**src/rtl/muldiv_pkg.sv**
```systemverilog
// Shared encodings for the iterative multiply/divide unit.
package muldiv_pkg;

   localparam logic [1:0] OP_MUL = 2'b00;
   localparam logic [1:0] OP_DIV = 2'b01;

   // Fill bit for LO after a divide by zero; replicated to WIDTH (all ones).
   localparam logic DIV0_LO = 1'b1;

   typedef enum logic [1:0] {
      ST_IDLE = 2'd0,
      ST_CALC = 2'd1,
      ST_FIX  = 2'd2,
      ST_DONE = 2'd3
   } state_e;

endpackage

```
**src/rtl/muldiv_sign_fix.sv**
```systemverilog
// Combinational sign handling: operand magnitudes at accept, result negation in FIX.
module muldiv_sign_fix #(
   parameter int WIDTH = 32
) (
   input  logic               signed_i,
   input  logic [WIDTH-1:0]   a_i,
   input  logic [WIDTH-1:0]   b_i,
   output logic [WIDTH-1:0]   mag_a_o,
   output logic [WIDTH-1:0]   mag_b_o,
   output logic               neg_a_o,
   output logic               neg_b_o,
   input  logic               is_div_i,
   input  logic               neg_a_q_i,
   input  logic               neg_b_q_i,
   input  logic [2*WIDTH-1:0] acc_i,
   output logic [WIDTH-1:0]   hi_o,
   output logic [WIDTH-1:0]   lo_o
);
   logic [2*WIDTH-1:0] prod;
   logic [WIDTH-1:0]   quo;
   logic [WIDTH-1:0]   rem;

   assign neg_a_o = signed_i & a_i[WIDTH-1];
   assign neg_b_o = signed_i & b_i[WIDTH-1];
   assign mag_a_o = neg_a_o ? -a_i : a_i;
   assign mag_b_o = neg_b_o ? -b_i : b_i;

   // Quotient follows the operand sign product, remainder follows the dividend.
   always_comb begin
      prod = (neg_a_q_i ^ neg_b_q_i) ? -acc_i : acc_i;
      quo  = (neg_a_q_i ^ neg_b_q_i) ? -acc_i[WIDTH-1:0] : acc_i[WIDTH-1:0];
      rem  = neg_a_q_i ? -acc_i[2*WIDTH-1:WIDTH] : acc_i[2*WIDTH-1:WIDTH];
      hi_o = is_div_i ? rem : prod[2*WIDTH-1:WIDTH];
      lo_o = is_div_i ? quo : prod[WIDTH-1:0];
   end

endmodule

```
**src/rtl/muldiv_unit.sv**
```systemverilog
// Iterative shift/add multiplier and restoring divider feeding the HI/LO pair.
// Signed operation is compiled in by defining MULDIV_SIGNED_EN.
module muldiv_unit
   import muldiv_pkg::*;
#(
   parameter int WIDTH = 32
) (
   input  logic             clock,
   input  logic             clear,
   input  logic             start,
   input  logic [1:0]       op,
   input  logic             signed_op,
   input  logic [WIDTH-1:0] a,
   input  logic [WIDTH-1:0] b,
   output logic             busy,
   output logic             done,
   output logic [WIDTH-1:0] hi,
   output logic [WIDTH-1:0] lo,
   output logic             div_zero
);
   localparam int CNT_W = $clog2(WIDTH + 1);

   state_e             state_q, state_d;
   logic [CNT_W-1:0]   cnt_q, cnt_d;
   logic [2*WIDTH-1:0] acc_q, acc_d;
   logic [WIDTH-1:0]   mb_q, mb_d;
   logic [WIDTH-1:0]   hi_q, hi_d;
   logic [WIDTH-1:0]   lo_q, lo_d;
   logic               is_div_q, is_div_d;
   logic               div0_q, div0_d;
   logic               div_zero_q, div_zero_d;

   logic               accept, b_zero;
   logic [WIDTH-1:0]   mag_a, mag_b;
   logic [WIDTH-1:0]   fix_hi, fix_lo;
   logic [WIDTH:0]     mul_sum, rem_sh;
   logic               rem_ge;
   logic [WIDTH-1:0]   rem_nx;
   logic [2*WIDTH-1:0] mul_step, div_step;

   assign accept = (state_q == ST_IDLE) && start && ((op == OP_MUL) || (op == OP_DIV));
   assign b_zero = (op == OP_DIV) && (b == '0);

`ifdef MULDIV_SIGNED_EN
   logic neg_a, neg_b, neg_a_q, neg_b_q;

   muldiv_sign_fix #(.WIDTH(WIDTH)) u_sign_fix (
      .signed_i  (signed_op),
      .a_i       (a),
      .b_i       (b),
      .mag_a_o   (mag_a),
      .mag_b_o   (mag_b),
      .neg_a_o   (neg_a),
      .neg_b_o   (neg_b),
      .is_div_i  (is_div_q),
      .neg_a_q_i (neg_a_q),
      .neg_b_q_i (neg_b_q),
      .acc_i     (acc_q),
      .hi_o      (fix_hi),
      .lo_o      (fix_lo)
   );

   always_ff @(posedge clock or negedge clear) begin
      if (!clear) begin
         neg_a_q <= 1'b0;
         neg_b_q <= 1'b0;
      end else if (accept) begin
         neg_a_q <= neg_a;
         neg_b_q <= neg_b;
      end
   end
`else
   logic unused_signed;
   assign unused_signed = signed_op;
   assign mag_a  = a;
   assign mag_b  = b;
   assign fix_hi = acc_q[2*WIDTH-1:WIDTH];
   assign fix_lo = acc_q[WIDTH-1:0];
`endif

   // Shared accumulator: upper half is partial product / remainder, lower half
   // is multiplier bits / dividend-then-quotient bits.
   always_comb begin
      mul_sum  = {1'b0, acc_q[2*WIDTH-1:WIDTH]} + (acc_q[0] ? {1'b0, mb_q} : '0);
      mul_step = {mul_sum, acc_q[WIDTH-1:1]};
      rem_sh   = {acc_q[2*WIDTH-1:WIDTH], acc_q[WIDTH-1]};
      rem_ge   = (rem_sh >= {1'b0, mb_q});
      rem_nx   = rem_ge ? WIDTH'(rem_sh - {1'b0, mb_q}) : rem_sh[WIDTH-1:0];
      div_step = {rem_nx, acc_q[WIDTH-2:0], rem_ge};
   end

   always_comb begin
      state_d    = state_q;
      cnt_d      = cnt_q;
      acc_d      = acc_q;
      mb_d       = mb_q;
      hi_d       = hi_q;
      lo_d       = lo_q;
      is_div_d   = is_div_q;
      div0_d     = div0_q;
      div_zero_d = div_zero_q;
      case (state_q)
         ST_IDLE: begin
            if (accept) begin
               state_d  = ST_CALC;
               cnt_d    = CNT_W'(WIDTH - 1);
               // A zero divisor keeps the raw dividend so HI can return it untouched.
               acc_d    = {{WIDTH{1'b0}}, b_zero ? a : mag_a};
               mb_d     = mag_b;
               is_div_d = (op == OP_DIV);
               div0_d   = b_zero;
            end
         end
         ST_CALC: begin
            // Divide by zero spends a single busy cycle here, then completes.
            if (div0_q) begin
               state_d    = ST_DONE;
               hi_d       = acc_q[WIDTH-1:0];
               lo_d       = {WIDTH{DIV0_LO}};
               div_zero_d = 1'b1;
            end else begin
               acc_d = is_div_q ? div_step : mul_step;
               if (cnt_q == '0) state_d = ST_FIX;
               else             cnt_d   = cnt_q - CNT_W'(1);
            end
         end
         ST_FIX: begin
            state_d    = ST_DONE;
            hi_d       = fix_hi;
            lo_d       = fix_lo;
            div_zero_d = 1'b0;
         end
         ST_DONE: state_d = ST_IDLE;
         default: state_d = ST_IDLE;
      endcase
   end

   always_ff @(posedge clock or negedge clear) begin
      if (!clear) begin
         state_q    <= ST_IDLE;
         cnt_q      <= '0;
         acc_q      <= '0;
         mb_q       <= '0;
         hi_q       <= '0;
         lo_q       <= '0;
         is_div_q   <= 1'b0;
         div0_q     <= 1'b0;
         div_zero_q <= 1'b0;
      end else begin
         state_q    <= state_d;
         cnt_q      <= cnt_d;
         acc_q      <= acc_d;
         mb_q       <= mb_d;
         hi_q       <= hi_d;
         lo_q       <= lo_d;
         is_div_q   <= is_div_d;
         div0_q     <= div0_d;
         div_zero_q <= div_zero_d;
      end
   end

   assign busy     = (state_q == ST_CALC) || (state_q == ST_FIX);
   assign done     = (state_q == ST_DONE);
   assign hi       = hi_q;
   assign lo       = lo_q;
   assign div_zero = div_zero_q;

endmodule

```
**config.mk**
```make
export PLATFORM = sky130hd
export DESIGN_NAME = muldiv_unit
export DESIGN_NICKNAME = d
export VERILOG_FILES = /design/src/rtl/muldiv_pkg.sv /design/src/rtl/muldiv_sign_fix.sv /design/src/rtl/muldiv_unit.sv
export SDC_FILE = /design/constraint.sdc
export NUM_CORES = 1
export LEC_CHECK = 0
export BUFFER_PORTS_ARGS = -buffer_cell sky130_fd_sc_hd__buf_2
export CAP_MARGIN = 20
export CORE_UTILIZATION = 45
export DETAILED_ROUTE_END_ITERATION = 7
export PLACE_DENSITY = 0.67
export REMOVE_ABC_BUFFERS = 1
export SYNTH_ARGS = -nofsm -noshare
export SYNTH_HDL_FRONTEND = slang
export SYNTH_SLANG_ARGS = --single-unit
```
**constraint.sdc**
```tcl
create_clock -name clock -period 3.3 [get_ports clock]
set_clock_uncertainty 0.1 [all_clocks]
set_input_delay 0.33 -clock clock [delete_from_list [all_inputs] [get_ports clock]]
set_output_delay 0.33 -clock clock [all_outputs]
set_load 0.01 [all_outputs]
```
# == After elaboration in Yosys (flattened, before gate mapping) ==
# Index checks and enable logic that the tools add are counted.
# word_totals
reg_bits,171
in_bits,70
wordCells,58
# op_classes
n_reduce_logical,16
magnitude_cmp,1
muxes,20
eq_ne,9
addsub,3
# ops
op,n
64-bit two-way mux,3
32-bit two-way mux,4
32-bit case mux with 2 select lines,2
64-bit case mux with 2 select lines,1
32-bit by 32-bit adder with 33-bit output,1
33-bit by 32-bit >= comparator with 1-bit output,1
32-bit zero test,1
32-bit subtractor,1
6-bit two-way mux,3
6-bit case mux with 2 select lines,1
2-bit inequality test (second input constant),4
2-bit case mux with 4 select lines,1
6-bit zero test,1
2-bit two-way mux,3
2-bit AND reduction,3
6-bit by 1-bit subtractor with 6-bit output (second input constant),1
2-bit by 1-bit == test with 1-bit output (second input constant),2
2-bit == test (second input constant),2
2-bit zero test,2
4-bit AND reduction,1
2-bit nonzero test,2
1-bit logical AND,3
3-bit inequality test (second input constant),1
3-bit AND reduction,1
other kinds (3),4

# == Longest topological paths before layout ==
# depth
word_depth,5
mapped_depth,14
depth_no_buf,13

# == Worst setup path before layout ==
# Ideal clock, no wire load.
# synth_timing
path_kind,reg-to-reg
startpoint,register acc_q[0]
endpoint,register acc_q[62]
path_buffers,1
slack_ns,0.069
stages_incl_launch_ff,13
arrival_ns,3.068
period_less_slack_ns,3.231
t_required_ns,3.138
cell_sequence,dfrtp_1 -> inv_1 -> clkbuf_1 -> nor2_1 -> ha_1 -> a21o_1 -> a211o_1 -> o31a_1 -> a221oi_2 -> o21ai_1 -> a221oi_1 -> nor4bb_1 -> a211o_2
# synth_via
elab_chain_len,5
# synth_rtl
element,line,rtl
start: declaration,muldiv_unit.sv:25,"logic [2*WIDTH-1:0] acc_q, acc_d;"
start signal: assignment,muldiv_unit.sv:142,acc_q <= '0;
start signal: assignment,muldiv_unit.sv:152,acc_q <= acc_d;
32-bit two-way mux,muldiv_unit.sv:84,"mul_sum = {1'b0, acc_q[2*WIDTH-1:WIDTH]} + (acc_q[0] ? {1'b0, mb_q} : '0);"
32-bit by 32-bit adder with 33-bit output,muldiv_unit.sv:84,
64-bit two-way mux,muldiv_unit.sv:122,acc_d = is_div_q ? div_step : mul_step;
64-bit two-way mux,muldiv_unit.sv:116,if (div0_q) begin
64-bit case mux with 2 select lines,muldiv_unit.sv:102,case (state_q)
# No other way between the ends. The select of a mux whose other input is x is not followed.
# A chain may end at the register's enable or synchronous reset.

# == Worst setup path after layout ==
# layout_timing
startpoint,register acc_q[31]
endpoint,register acc_q[58]
# layout_via
elab_chain_len,5
word_cells_on_any_way,6
# layout_rtl
element,line,rtl
32-bit subtractor or 33-bit by 32-bit >= comparator with 1-bit output (tied branches),"muldiv_unit.sv:88, muldiv_unit.sv:87",
32-bit two-way mux *,muldiv_unit.sv:88,"rem_nx = rem_ge ? WIDTH'(rem_sh - {1'b0, mb_q}) : rem_sh[WIDTH-1:0];"
64-bit two-way mux *,muldiv_unit.sv:122,
64-bit two-way mux *,muldiv_unit.sv:116,
64-bit case mux with 2 select lines *,muldiv_unit.sv:102,
# Every way passes the cells marked *; elsewhere a longest branch is shown, timed or not. The select of a mux whose other input is x is not followed.

==> metrics list <==
* Outcome: complete, no violations
- For this design the static power due to leakage is 6.51 nW.
* Kind of start point of the critical path: register
- Count of antenna-violating nets left after detailed routing: 0
- Sequential elements use 37.4% of the synthesized area.
- Portion of the clock cycle consumed by the worst path in the final layout: 99.5%
- Critical path start-end classification: reg2reg
- Worst reg2reg startpoint: acc_q[31]
* Synthesized area: 11,400 sq um
- Iter 0 DRT Violations: 752
* Source of the worst hold timing path: b[8]
- The worst setup path is captured at a register.
- Setup repair after global routing could not meet its margin everywhere.
* Hold violation count in the final report: 0
- Across the VDD grid, the largest voltage drop is 905 uV.
- The initial utilization of the core area, before any placement, comes to 46.5%.
* Max Fanout on Critical Path: 4
- In the final routed layout, each cell accounts on average for 18.6 microns.
- In this design, the stage delay of the slowest critical-path cell is 390 ps.
* CP Launch Point: acc_q[31]
- The detailed router placed 10,300 vias in this run.
* Leading cell types by total area after synthesis: sky130_fd_sc_hd__dfrtp_1 37%, sky130_fd_sc_hd__ha_1 7.7%, sky130_fd_sc_hd__mux2i_1 6.1%
- Die footprint: between 20,000 and 30,000 sq um
- Synthesis produced a netlist whose cell count is 1,263.
* 1st-pass router iterations: 5
* Fraction of final layout cells sized beyond drive strength 1: a little over a quarter
* Number of max-cap violations: 0
* Clock Latency Late Sink: about 440 ps
- Cell Pwr Density: between 1000 and 1500 nW/um^2
- The number of global-route vias before repair is 9,982.
- Final-report max-slew violation count: 0
* Path class of the lowest-slack min-delay path: in2reg
- Wire length of the first global-routing pass: 54,000 microns
- Syn. warnings: 0
- Relative to the synthesized area, the layout overhead comes to 22.8%.
- Number of placed I/O pins: 137
- Number of synthesized register bits: ~170
- Most numerous cell types in the synthesized netlist: 171 x sky130_fd_sc_hd__dfrtp_1, 140 x sky130_fd_sc_hd__nor2_1, 96 x sky130_fd_sc_hd__a21oi_1, 88 x sky130_fd_sc_hd__inv_1, 86 x sky130_fd_sc_hd__o21ai_0
- The number of antenna violations at the first check in global routing was 0.
* Finish-stage setup viols: 0
- TritonCTS Buffers: 17
- Clock period minus worst slack: 3280 ps
* Cell taking the most area after synthesis: sky130_fd_sc_hd__dfrtp_1
* Remaining DRCs: 0
- The critical path goes through inv_2, ha_4, inv_2, fa_2, a21oi_2, buf_4, o211ai_1, buf_4, a2111oi_4, o21ai_2, a21boi_2, o21ai_0, xor2_1, mux2i_1, o21ai_0.
- Largest net degree at the start of global routing: 79
- Clock-pin slew on the worst setup and hold paths: 80 ps
* Net count reported at finish: ~1,600
- Area inside the core boundary: between 20,000 and 25,000 sq um
* Minimum hold slack: 28.4 ps
- Summing all placed instances gives a cell area of around 13,000 sq um.
- Averaged over all synthesized cells, the footprint is 9.06 sq um.
* Die outline width: between 150 and 200 microns
* Aggregate routed wire length: 33,700 microns
- Arrival @ worst endpoint: 3490 ps
* Final weighted congestion of routability-driven global placement: around 0.94
- In the post-synthesis netlist, the cell with the most instances is sky130_fd_sc_hd__dfrtp_1.
- Final global-route overflow total: 0
* Yosys top cell area share: 37.4%
- For this run, the total global-route usage over all layers was measured as a little over a quarter.
- Yosys mapped a number of flops with a built-in enable equal to 0.
* Max clock buf depth: 2
- Counting every sink on the clock net gives 171.
- The floorplan has 57 rows.
* Estimated wirelength of the detail-placed design: 25,500 microns
- Count of H-tree levels built during CTS: 4
- Data required, critical path: 3510 ps
- The largest individual stage delay along the critical path comes from the cell sky130_fd_sc_hd__dfrtp_1.
- For the pin with the worst max-slew slack, the measured transition is 692 ps.
- Overall power of the completed layout: 15.1 mW
* Achievable Freq: 0.305 GHz
- The number of antenna diodes in the final layout is 0.
- Final Cell Area: approximately 14,000 sq um
* Via count normalized by instance count: between 5 and 6
* Slew headroom: between 50% and 60%
* Async set or reset register ratio after synthesis: 100%
- Port Buffer Count: 135
- In this run, distinct cell masters in the synthesized netlist total 83.
- The most used flip-flop cell after synthesis is sky130_fd_sc_hd__dfrtp_1.
* Floorplan die height: 161 microns
- TritonCTS built the clock tree.
- The tree is rooted in a sky130_fd_sc_hd__clkbuf_16.
- Minimum setup slack among reg-to-reg paths: 20 ps
## area by class of cell
type | instances | area, sq um
clock inverters | 14 | 150
flip-flops and latches | 171 | 4280
clock buffers | 17 | 425
well taps | 324 | 405
inverters | 89 | 334
repair buffers | 263 | 1700
multi-input cells | 936 | 6760
fillers | 2238 | 10500
## flip-flops by register name, indices dropped and copies added, names as in the netlist
name / cells
acc_q: 64
cnt_q: 6
div0_q: 1
div_zero: 1
hi: 32
is_div_q: 1
lo: 32
mb_q: 32
state_q: 2
## worst paths after layout
kind,endpoint,cells past startpoint
max,acc_q[58],15
min,mb_q[8],2
max reg2reg,acc_q[58],15
min reg2reg,mb_q[28],1
max in group asynchronous,lo[15],3
min in group asynchronous,acc_q[38],2
## timing repair
item / CTS / global route
cloned: 0 / 1
pin swaps: 5 / 31
setup endpoints to repair: 7 / 31
setup buffers: 1 / 9
hold buffers: 1 / 0
hold endpoints to repair: 66 / 0
gates resized for setup: 12 / 38
## per-stage QoR
| step | setup TNS [ps] | util (%) | std cells | setup slack [ps] |
|---|---|---|---|---|
| finish | 0 | 57.1 | 1814 | 16.0 |
| detailed placement | -303 | 53.6 | 1772 | -142 |
| global placement | -297 | 53.6 | 1772 | -132 |
| CTS | 0 | 56.2 | 1805 | 4.27 |
| floorplan | -469870 | - | 1196 | -6460 |
| global route | -678 | 57.1 | 1814 | -162 |
## where the power goes
part           switching, mW  total (mW)  internal, mW
Combinational           5.13        9.11          3.98
Clock                   1.01        2.02          1.01
Sequential             0.907        3.95          3.04
Total                   7.05        15.1          8.03
## cell families (layout without fill, tap and decap cells)
| family | after synthesis | after routing | share of synthesized area (%) |
|---|---|---|---|
| buffers and inverters | 156 | 383 | 5.61 |
| DFF | 171 | 171 | 37.4 |
| AOI/OAI and AO/OA | 405 | 405 | 23.3 |
| xor gates and xnor gates | 53 | 53 | 4.06 |
| muxes | 103 | 103 | 9.37 |
| and+or+nand+nor | 303 | 303 | 12.2 |
| adders and majority gates | 72 | 72 | 8.00 |
## routing by layer
metal / wire length (microns) / GRT usage [%]
met1: 16500 / 39.1
met2: 14800 / 39.4
met3: 1780 / 3.08
met4: 690 / 9.26
met5: 0 / 0
## layout by cell type (no fill, tap or decap), drive strengths merged, types with 17 or more instances in the layout
master  Yosys  layout
a21oi      97      97
nand2      57      57
a21o       28      28
nand3      24      24
xor2       23      23
mux2       33      33
inv        89      96
nor2      141     141
clkbuf     51      17
a22oi      47      47
ha         70      70
xnor2      30      30
buf        16     262
a31oi      45      45
o21ai     101     101
dfrtp     171     171
mux2i      70      70
## worst max-delay path, delay by kind of cell (launching register included)
family          cells  cell delay, ps
compound gates      7            1310
fa+ha+maj           2             510
buf+inv             4             450
xor+xnor            1             170
mux                 1             230
flops               1             390
No activity file was read; power rests on OpenSTA's default activity.
